<file path="src/rtl/neural_act_pipe.sv">
// Float32 activation (PLAN sigmoid, tanh under NEURAL_ACT_TANH_EN): 3 register stages then a DEPTH-entry output FIFO.
// Accept-to-FIFO latency 3 edges; in_ready is a register-only credit check, so consumer stalls never reach the pipeline.

module neural_act_fifo #(
   parameter int W     = 8,
   parameter int DEPTH = 4
) (
   input  logic                   clk,
   input  logic                   rst_n,
   input  logic                   push_vld,
   input  logic [W-1:0]           push_dat,
   input  logic                   pop_vld,
   output logic [W-1:0]           head_dat,
   output logic [$clog2(DEPTH):0] count
);
   localparam int AW = $clog2(DEPTH);

   logic [W-1:0]  mem_q [DEPTH];
   logic [AW-1:0] wr_ptr_q, wr_ptr_d;
   logic [AW-1:0] rd_ptr_q, rd_ptr_d;
   logic [AW:0]   count_q, count_d;

   // DEPTH is a power of two, so pointers wrap naturally.
   always_comb begin
      wr_ptr_d = wr_ptr_q + AW'(push_vld);
      rd_ptr_d = rd_ptr_q + AW'(pop_vld);
      count_d  = count_q + (AW+1)'(push_vld) - (AW+1)'(pop_vld);
   end

   always_ff @(posedge clk or negedge rst_n) begin
      if (!rst_n) begin
         wr_ptr_q <= '0;
         rd_ptr_q <= '0;
         count_q  <= '0;
      end else begin
         wr_ptr_q <= wr_ptr_d;
         rd_ptr_q <= rd_ptr_d;
         count_q  <= count_d;
      end
   end

   always_ff @(posedge clk) begin
      if (push_vld) mem_q[wr_ptr_q] <= push_dat;
   end

   assign head_dat = mem_q[rd_ptr_q];
   assign count    = count_q;
endmodule

module neural_act_pipe #(
   parameter int FRAC_BITS = 16,
   parameter int DEPTH     = 4,
   parameter int TAG_W     = 4
) (
   input  logic             clk,
   input  logic             rst_n,
   input  logic             in_valid,
   output logic             in_ready,
   input  logic [31:0]      in_data,
   input  logic             in_mode,
   input  logic [TAG_W-1:0] in_tag,
   output logic             out_valid,
   input  logic             out_ready,
   output logic [31:0]      out_data,
   output logic [TAG_W-1:0] out_tag,
   output logic             out_sat
);
   localparam int          FW      = 32 + TAG_W + 1;
   localparam int          CW      = $clog2(DEPTH) + 2;
   localparam logic [8:0]  SH_BASE = 9'(150 - FRAC_BITS);
   localparam logic [8:0]  SAT_EXP = 9'(158 - FRAC_BITS);
   localparam logic [31:0] ONE     = 32'd1 << FRAC_BITS;
   localparam logic [31:0] X_5     = 32'd5 << FRAC_BITS;
   localparam logic [31:0] X_2P375 = 32'd19 << (FRAC_BITS - 3);
   localparam logic [31:0] C_HI    = 32'd27 << (FRAC_BITS - 5);
   localparam logic [31:0] C_MID   = 32'd5 << (FRAC_BITS - 3);
   localparam logic [31:0] C_LO    = 32'd1 << (FRAC_BITS - 1);

   logic             accept;
   logic [8:0]       e_eff, lsh, rsh;
   logic [31:0]      wide;
   logic             v1_q, v1_d, sign1_q, sign1_d, sat1_q, sat1_d, nan1_q, nan1_d;
   logic [30:0]      mag1_q, mag1_d;
   logic [TAG_W-1:0] tag1_q, tag1_d, tag2_q, tag2_d, tag3_q, tag3_d;
   logic             v2_q, v2_d, sat2_q, sat2_d, nan2_q, nan2_d;
   logic [31:0]      a, sig, y2_q, y2_d;
   logic             v3_q, v3_d, sat3_q, sat3_d;
   logic [31:0]      f3_q, f3_d, absv, norm;
   logic             neg;
   logic [4:0]       lead;
   logic [FW-1:0]    head;
   logic [$clog2(DEPTH):0] fifo_count;
   logic [CW-1:0]    occupancy;
   logic             fifo_pop;
   logic [9:0]       unused_bits;

   assign occupancy = CW'(fifo_count) + CW'(v1_q) + CW'(v2_q) + CW'(v3_q);
   assign in_ready  = occupancy < CW'(DEPTH);
   assign accept    = in_valid && in_ready;

`ifdef NEURAL_ACT_TANH_EN
   logic mode1_q, mode1_d;
   // tanh(x) = 2*sigmoid(2x) - 1: doubling is an exponent increment.
   assign e_eff   = {1'b0, in_data[30:23]} + {8'd0, in_mode};
   assign mode1_d = in_mode;
`else
   logic unused_mode;
   assign unused_mode = in_mode;
   assign e_eff       = {1'b0, in_data[30:23]};
`endif

   always_comb begin
      wide    = '0;
      sat1_d  = 1'b0;
      nan1_d  = 1'b0;
      lsh     = e_eff - SH_BASE;
      rsh     = SH_BASE - e_eff;
      if (in_data[30:23] == 8'hFF) begin
         if (in_data[22:0] != '0) nan1_d = 1'b1;
         else                     sat1_d = 1'b1;
      end else if (in_data[30:23] != 8'h00) begin
         if (e_eff >= SAT_EXP)      sat1_d = 1'b1;
         else if (e_eff >= SH_BASE) wide = {8'd0, 1'b1, in_data[22:0]} << lsh;
         else if (rsh < 9'd24)      wide = {8'd0, 1'b1, in_data[22:0]} >> rsh;
      end
      mag1_d  = sat1_d ? '1 : wide[30:0];
      v1_d    = accept;
      sign1_d = in_data[31];
      tag1_d  = in_tag;
   end

   always_comb begin
      a = {1'b0, mag1_q};
      if (a >= X_5)          sig = ONE;
      else if (a >= X_2P375) sig = (a >> 5) + C_HI;
      else if (a >= ONE)     sig = (a >> 3) + C_MID;
      else                   sig = (a >> 2) + C_LO;
      if (sign1_q) sig = ONE - sig;
      y2_d = sig;
`ifdef NEURAL_ACT_TANH_EN
      if (mode1_q) y2_d = (sig << 1) - ONE;
`endif
      v2_d   = v1_q;
      sat2_d = sat1_q;
      nan2_d = nan1_q;
      tag2_d = tag1_q;
   end

   always_comb begin
      neg  = y2_q[31];
      absv = neg ? (~y2_q + 32'd1) : y2_q;
      lead = '0;
      for (int i = 0; i < 32; i++) begin
         if (absv[i]) lead = 5'(i);
      end
      // Left-justify so the leading one lands in bit 31; mantissa is truncated.
      norm = absv << (5'd31 - lead);
      if (nan2_q)            f3_d = 32'h7FC0_0000;
      else if (absv == '0)   f3_d = '0;
      else                   f3_d = {neg, 8'(lead) + 8'(127 - FRAC_BITS), norm[30:8]};
      v3_d   = v2_q;
      sat3_d = sat2_q;
      tag3_d = tag2_q;
   end

   assign unused_bits = {wide[31], norm[31], norm[7:0]};

   always_ff @(posedge clk or negedge rst_n) begin
      if (!rst_n) begin
         v1_q <= 1'b0; sign1_q <= 1'b0; sat1_q <= 1'b0; nan1_q <= 1'b0;
         mag1_q <= '0; tag1_q <= '0;
         v2_q <= 1'b0; y2_q <= '0; sat2_q <= 1'b0; nan2_q <= 1'b0; tag2_q <= '0;
         v3_q <= 1'b0; f3_q <= '0; sat3_q <= 1'b0; tag3_q <= '0;
      end else begin
         v1_q <= v1_d; sign1_q <= sign1_d; sat1_q <= sat1_d; nan1_q <= nan1_d;
         mag1_q <= mag1_d; tag1_q <= tag1_d;
         v2_q <= v2_d; y2_q <= y2_d; sat2_q <= sat2_d; nan2_q <= nan2_d; tag2_q <= tag2_d;
         v3_q <= v3_d; f3_q <= f3_d; sat3_q <= sat3_d; tag3_q <= tag3_d;
      end
   end

`ifdef NEURAL_ACT_TANH_EN
   always_ff @(posedge clk or negedge rst_n) begin
      if (!rst_n) mode1_q <= 1'b0;
      else        mode1_q <= mode1_d;
   end
`endif

   neural_act_fifo #(.W(FW), .DEPTH(DEPTH)) u_fifo (
      .clk      (clk),
      .rst_n    (rst_n),
      .push_vld (v3_q),
      .push_dat ({f3_q, tag3_q, sat3_q}),
      .pop_vld  (fifo_pop),
      .head_dat (head),
      .count    (fifo_count)
   );

   assign out_valid = (fifo_count != '0);
   assign fifo_pop  = out_valid && out_ready;
   // Outputs read as zero whenever the FIFO is empty, including straight after reset.
   assign {out_data, out_tag, out_sat} = out_valid ? head : '0;
endmodule

</file>
<file path="config.mk">
export PLATFORM = sky130hd
export DESIGN_NAME = neural_act_pipe
export DESIGN_NICKNAME = d
export VERILOG_FILES = /design/src/rtl/neural_act_pipe.sv
export SDC_FILE = /design/constraint.sdc
export NUM_CORES = 1
export LEC_CHECK = 0
export CAP_MARGIN = 40
export CORE_AREA = 2 2 167 169
export DETAILED_ROUTE_END_ITERATION = 8
export DIE_AREA = 0 0 169 171
export PLACE_DENSITY = 0.84
export SYNTH_ARGS = -nofsm -noshare
export SYNTH_HDL_FRONTEND = slang
export SYNTH_SLANG_ARGS = --single-unit
export TNS_END_PERCENT = 50
</file>
<file path="constraint.sdc">
create_clock -name clk -period 12.15 [get_ports clk]
set_input_delay 1.215 -clock clk [delete_from_list [all_inputs] [get_ports clk]]
set_output_delay 1.215 -clock clk [all_outputs]
set_load 0.05 [all_outputs]
</file>
# Word-level counts from Yosys, hierarchy flattened
# Memories as Yosys holds them, arrays and structs flattened.
# Index checks and enable logic that the tools add are counted.
# W data, S select, Z words.
[totals]
reg_bits = 123
mem_bits_rw = 148
out_inout_bits = 39
memories = 1
[classes]
n_addsub = 16
n_lt_le_gt_ge = 7
eq_ne = 1
shift = 3
muxes = 53
bitwise = 1
n_reduce_logical = 6
[mem_list]
columns = ["memory", "depth", "width", "rd", "rd_ports_with_merged_regs", "write_ports", "line", "source"]
rows = [
  ["u_fifo.mem_q", 4, 37, 1, 0, 1, "18", "logic [W-1:0] mem_q [DEPTH];"],
]
[op_table]
columns = ["op", "n"]
rows = [
  ["$mux W31", 6],
  ["$mux W5", 30],
  ["$mux W32", 4],
  ["$mux W30", 3],
  ["$mux W37", 1],
  ["$add A32 B1 Y32 const B", 1],
  ["$logic_not A32 Y1", 1],
  ["$not A32 Y32", 1],
  ["$shl A32 B5 Y31", 1],
  ["$sub A17 B32 Y32 const A", 1],
  ["$ge A31 B17 Y1 const B", 1],
  ["$ge A31 B18 Y1 const B", 1],
  ["$ge A31 B19 Y1 const B", 1],
  ["$shl A24 B9 Y31", 1],
  ["$shr A24 B9 Y31", 1],
  ["$add A29 B16 Y30 const B", 1],
  ["$add A28 B16 Y29 const B", 1],
  ["$add A26 B16 Y27 const B", 1],
  ["$reduce_bool A23 Y1", 1],
  ["$ge A8 B8 Y1 const B", 2],
  ["$lt A9 B5 Y1 const B", 1],
  ["$mux W1", 9],
  ["$sub A8 B8 Y9 const A", 1],
  ["$sub A8 B8 Y9 const B", 1],
  ["12 further kinds", 15],
]

# Logic depth before layout (Yosys ltp)
[depth]
depth_word = 38
depth_mapped = 21

# Cells and area by module
# A second synthesis with hierarchy kept.
[unflattened]
hier_cells = 1770
hier_area_um2 = 17431.7
[modules_own_cells]
columns = ["module", "n_inst", "cells_each", "area_each_um2"]
rows = [
  ["neural_act_pipe", 1, 1554, 11703.7],
  ["neural_act_fifo", 1, 216, 5728.0],
]

# Worst setup path before layout
# OpenSTA, ideal clock, no wires.
[synth_path]
path_type = "register to register"
start = "register y2_q[0]"
end = "register f3_q[27]"
arrival_ns = 4.216
t_required_ns = 12.024
setup_slack_ns = 7.808
path_stages_with_launch = 20
period_less_slack_ns = 4.342
cell_sequence = "dfrtp_1 clkbuf_1 inv_1 ha_1 clkbuf_1 nor2b_1 clkbuf_1 nand3_1 o31ai_1 xnor2_1 nor3_1 a221oi_1 o211ai_2 inv_2 buf_6 buf_2 buf_2 ha_1 a21oi_1 a311o_1"
[synth_between]
elab_chain_len = 37
word_cells_on_any_way = 38
classes_between = "add/sub (2); mux (34); bitwise (1); reduce/logical (1)"
[synth_rtl]
columns = ["element", "line", "source"]
rows = [
  ["start: declaration", "86", "logic [31:0] a, sig, y2_q, y2_d;"],
  ["start signal: assignment", "177", "v2_q <= v2_d; y2_q <= y2_d; sat2_q <= sat2_d; nan2_q <= nan2_d; tag2_q <= tag2_d;"],
  ["$not A32 Y32", "151", "absv = neg ? (~y2_q + 32'd1) : y2_q;"],
  ["$add A32 B1 Y32", "151", ""],
  ["$mux W32 (*)", "151", ""],
  ["$mux W1", "154", "if (absv[i]) lead = 5'(i);"],
  ["$mux W5 (30 in a row)", "154", ""],
  ["$add A5 B7 Y8", "160", "else f3_d = {neg, 8'(lead) + 8'(127 - FRAC_BITS), norm[30:8]};"],
  ["$mux W32 (*)", "159", "else if (absv == '0) f3_d = '0;"],
  ["$mux W32 (*)", "158", "if (nan2_q) f3_d = 32'h7FC0_0000;"],
  ["named net f3_d[27]", "88", "logic [31:0] f3_q, f3_d, absv, norm;"],
  ["end signal: assignment", "173", "v3_q <= 1'b0; f3_q <= '0; sat3_q <= 1'b0; tag3_q <= '0;"],
  ["end signal: assignment", "178", "v3_q <= v3_d; f3_q <= f3_d; sat3_q <= sat3_d; tag3_q <= tag3_d;"],
  ["end: declaration", "88", ""],
]
# The timed path passes the listed nets; every way through them passes the cells marked *.

# Final worst setup path
[layout_path]
start = "register y2_q[0]"
end = "register f3_q[16]"
[layout_between]
elab_chain_len = 38
word_cells_on_any_way = 39
classes_between = "add/sub (2); shift (1); mux (34); bitwise (1); reduce/logical (1)"
[layout_rtl]
columns = ["element", "line", "source"]
rows = [
  ["$not A32 Y32", "151", ""],
  ["$add A32 B1 Y32", "151", ""],
  ["$mux W32 (*)", "151", ""],
  ["$mux W1", "154", ""],
  ["$mux W5 (30 in a row)", "154", ""],
  ["$sub A5 B5 Y5", "157", "norm = absv << (5'd31 - lead);"],
  ["$shl A32 B5 Y31", "157", ""],
  ["$mux W32 (*)", "159", ""],
  ["$mux W32 (*)", "158", ""],
  ["named net f3_d[16]", "88", ""],
]
# Marks and branches as above.

==> flow_summary.toml <==
[power_and_ir_drop]
leakagePower_nw = 7.514
irDropWorstVdd_mv = 0.1318
power_density_nw_per_um2 = 159.0

[placement]
hpwlAfterDp_mm = 33.56
port_buffers = 78
dp.cells = 2136
routabilityCongestion = 0.9672

[final_layout]
nFillCells = 2105
drive_above_1_share = 0.1007
nets = 1882
multi_input_area_um2 = 9176
regArea_um2 = 7523
stdcell_count = 2185
final_core_util = 0.7034
area_growth_pct = 10.26

[route]
dr.pass1.iters = 6
routedWlPerCell_um = 21.93
drcViolationCount = 0
wl_mm = 47.91
ant_nets = 0
via_count = 14930
viasPerCell = 6.832
drtIter0Drc = 1857

[synthesis]
yosysTopAreaCellShare = 0.2550
synth_area_leaders = "edfxtp_1, dfrtp_1, mux4_2"
synthArstFlopShare = 0.4539
syn_area_um2 = 17430
ys_types = 99
synth-simple-area-share = 0.1825
yosysMostFrequentCell = "nor2_1"
seq_area_frac_synth = 0.4315
synthAdderAreaFrac = 0.01737
synth_top_family_by_area = "compound AO/OA/AOI/OAI gates"
ys_ff_latch = 271
synth_top_area_cell = "edfxtp_1"
synth_edf_count = 148
synth_xor_area_frac = 0.03208
syn_inst = 1818
syn_nets = 1882
synth-main-ff-cell = "edfxtp_1"
yosys_warnings = 0
synthTopCellsByCount = "nor2_1, nand2_1, edfxtp_1"
avgSynthCellArea_um2 = 9.588
synth_mux_area_frac = 0.09223
synth_compound_area_frac = 0.2004

[floorplan]
start_util = 0.6380
pin_count = 80
fp-row-count = 61
fp.dieH_um = 171
dieWidth_um = 169
core_area_um2 = 27320
fp.dieArea_um2 = 28900

[clock_tree]
htree_levels = 1
cts-resized-gates = 0
ctsHoldBuffers = 0
cts_tree = "yes"
numClockSinks = 271
cts_root_buf = "clkbuf_16"
cts_buffers = 26
path_clk_slew_ns = 0.06
clock_latency_ns = 0.54
cts_setup_buffers = 0
cts_buffer_depth = 3

[worst_hold_path]
hp-class = "flop to flop"
min_from = "sat1_q"

[sta]
rsz0062_at_grt = "false"
finalMaxSlewViolations = 0
skew_ns = 0.01782
worst_pin_slew_ns = 0.8871
finalSetupTns_ns = 0
period_minus_slack_ns = 6.282
finalHoldViolCount = 0
maxClockFrequency_ghz = 0.1592
finalCritPeriodShare = 0.5170
max_slew_margin = 0.4031
setup_viol = 0

[global_route]
use_met3 = 0.04279
track_usage = 0.3274
antenna_found_initial = 1
grt_pass1_wl_mm = 75.39
grt.met1_usage = 0.4660
grt_max_degree = 69
grt_pass1_vias = 13880
busiest_layer = "met2"
grt_overflow_total = 0
grt_use_met2 = 0.5355

[worst_setup_path]
worstPathArrival_ns = 6.68
crit_fanout = 38
cp.required_ns = 12.54
start_kind = "flop"
endpoint_kind = "flop"
r2r_start = "y2_q[0]"
path_class = "flop to flop"
cp-startpoint = "y2_q[0]"

[status]
status = "finished, final reports clean"

[run]
maxCapViolations = 0
==> metal layers <==
| metal | up-vias | wire length (um) |
|---|---|---|
| li1 | 6833 | - |
| met1 | 7228 | 20340 |
| met2 | 754 | 22640 |
| met3 | 113 | 3677 |
| met4 | 0 | 1255 |
| met5 | - | 0 |
==> stage by stage <==
stage	setup WS, ns	total power [mW]	hold WS (ns)	cell area (um2)
2_1_floorplan	7.808	1.922	0.3312	17430
3_3_place_gp	6.110	2.236	0.3317	18240
3_5_place_dp	6.139	2.273	0.3347	18390
4_1_cts	6.070	3.068	0.3485	19220
5_1_grt	5.512	3.178	0.3561	19220
6_report	5.868	3.056	0.3476	19220
==> layout make-up <==
cell class	count	area share
inverter	39	0.007747
sequential	271	0.3914
clock buffer	31	0.03483
antenna	1	0.0001302
clock inverter	17	0.008137
multi-input combinational	1368	0.4774
timing repair buffer	112	0.05774
tap	346	0.02252
==> state kept, by name (all words and copies together) (netlist names), 2 cells and up <==
name,flops
f3_q,32
mag1_q,31
tag1_q,4
tag2_q,4
tag3_q,4
u_fifo.count,3
u_fifo.mem_q,148
u_fifo.rd_ptr_q,2
u_fifo.wr_ptr_q,2
y2_q,32
==> path summary, 6_finish.rpt <==
| path | end | slack (ns) | cells past startpoint |
|---|---|---|---|
| setup / recovery | f3_q[16] | 5.87 | 15 |
| max in group asynchronous | y2_q[14] | 10.41 | 3 |
| setup reg to reg | f3_q[16] | 5.87 | 15 |
| hold reg to reg | sat2_q | 0.35 | 0 |
| min in group asynchronous | y2_q[27] | 0.72 | 1 |
| hold / removal | sat2_q | 0.35 | 0 |
==> worst max-delay path, stage by stage (launching register included) <==
cell	delay (ns)
dfrtp_1	0.46
inv_1	0.25
ha_1	0.42
nor2b_1	0.59
nand3_1	0.25
o31ai_1	0.49
xnor2_1	0.41
nor3_1	0.11
a221oi_1	0.60
o211ai_2	0.15
buf_4	0.27
inv_2	0.59
mux2i_1	0.21
a211o_1	0.40
a2111oi_0	0.77
a21oi_1	0.15
==> placed cells by master (no fill, tap or decap), types with 8 or more instances in the layout <==
cell type	Yosys	final
nand2b_1	12	12
ha_1	21	21
or2_2	15	15
dfrtp_1	123	122
a2111oi_0	10	10
a31oi_1	13	13
o21a_1	10	10
and2_1	12	12
a22oi_1	9	9
nand2_1	153	153
o22ai_1	20	20
o21bai_1	8	8
o21ai_0	111	111
a211oi_1	53	52
clkdlybuf4s50_1	0	76
buf_4	1	29
o31ai_1	18	18
or3_1	20	20
a21oi_1	125	125
mux2i_1	59	59
or4_1	8	8
clkbuf_16	0	26
o211ai_1	23	23
nor3_1	74	73
xor2_1	20	20
mux4_2	38	38
nor2b_1	51	51
inv_1	35	35
xnor2_1	42	41
edfxtp_1	148	148
mux2_2	13	13
nand3_1	24	24
nor4_1	24	24
a211o_1	12	12
nand4_1	16	16
nor2_1	201	200
==> where the power goes <==
part / leakage, nW / switching (mW) / internal (mW)
Clock: 0.396 / 0.342 / 0.439
Sequential: 2.98 / 0.0541 / 1.08
Combinational: 4.14 / 0.725 / 0.417
==> cell families (layout without fill, tap and decap cells) <==
kind of cell	count (synthesis)	in the layout
multiplexers	111	111
XOR/XNOR	63	63
AND/OR/NAND/NOR	651	651
adder cells (fa/ha/maj)	23	23
AO/OA/AOI/OAI	520	520
flip-flops	271	271
other	0	1
buffers and inverters	179	199
(Power assumes the default switching activity.)
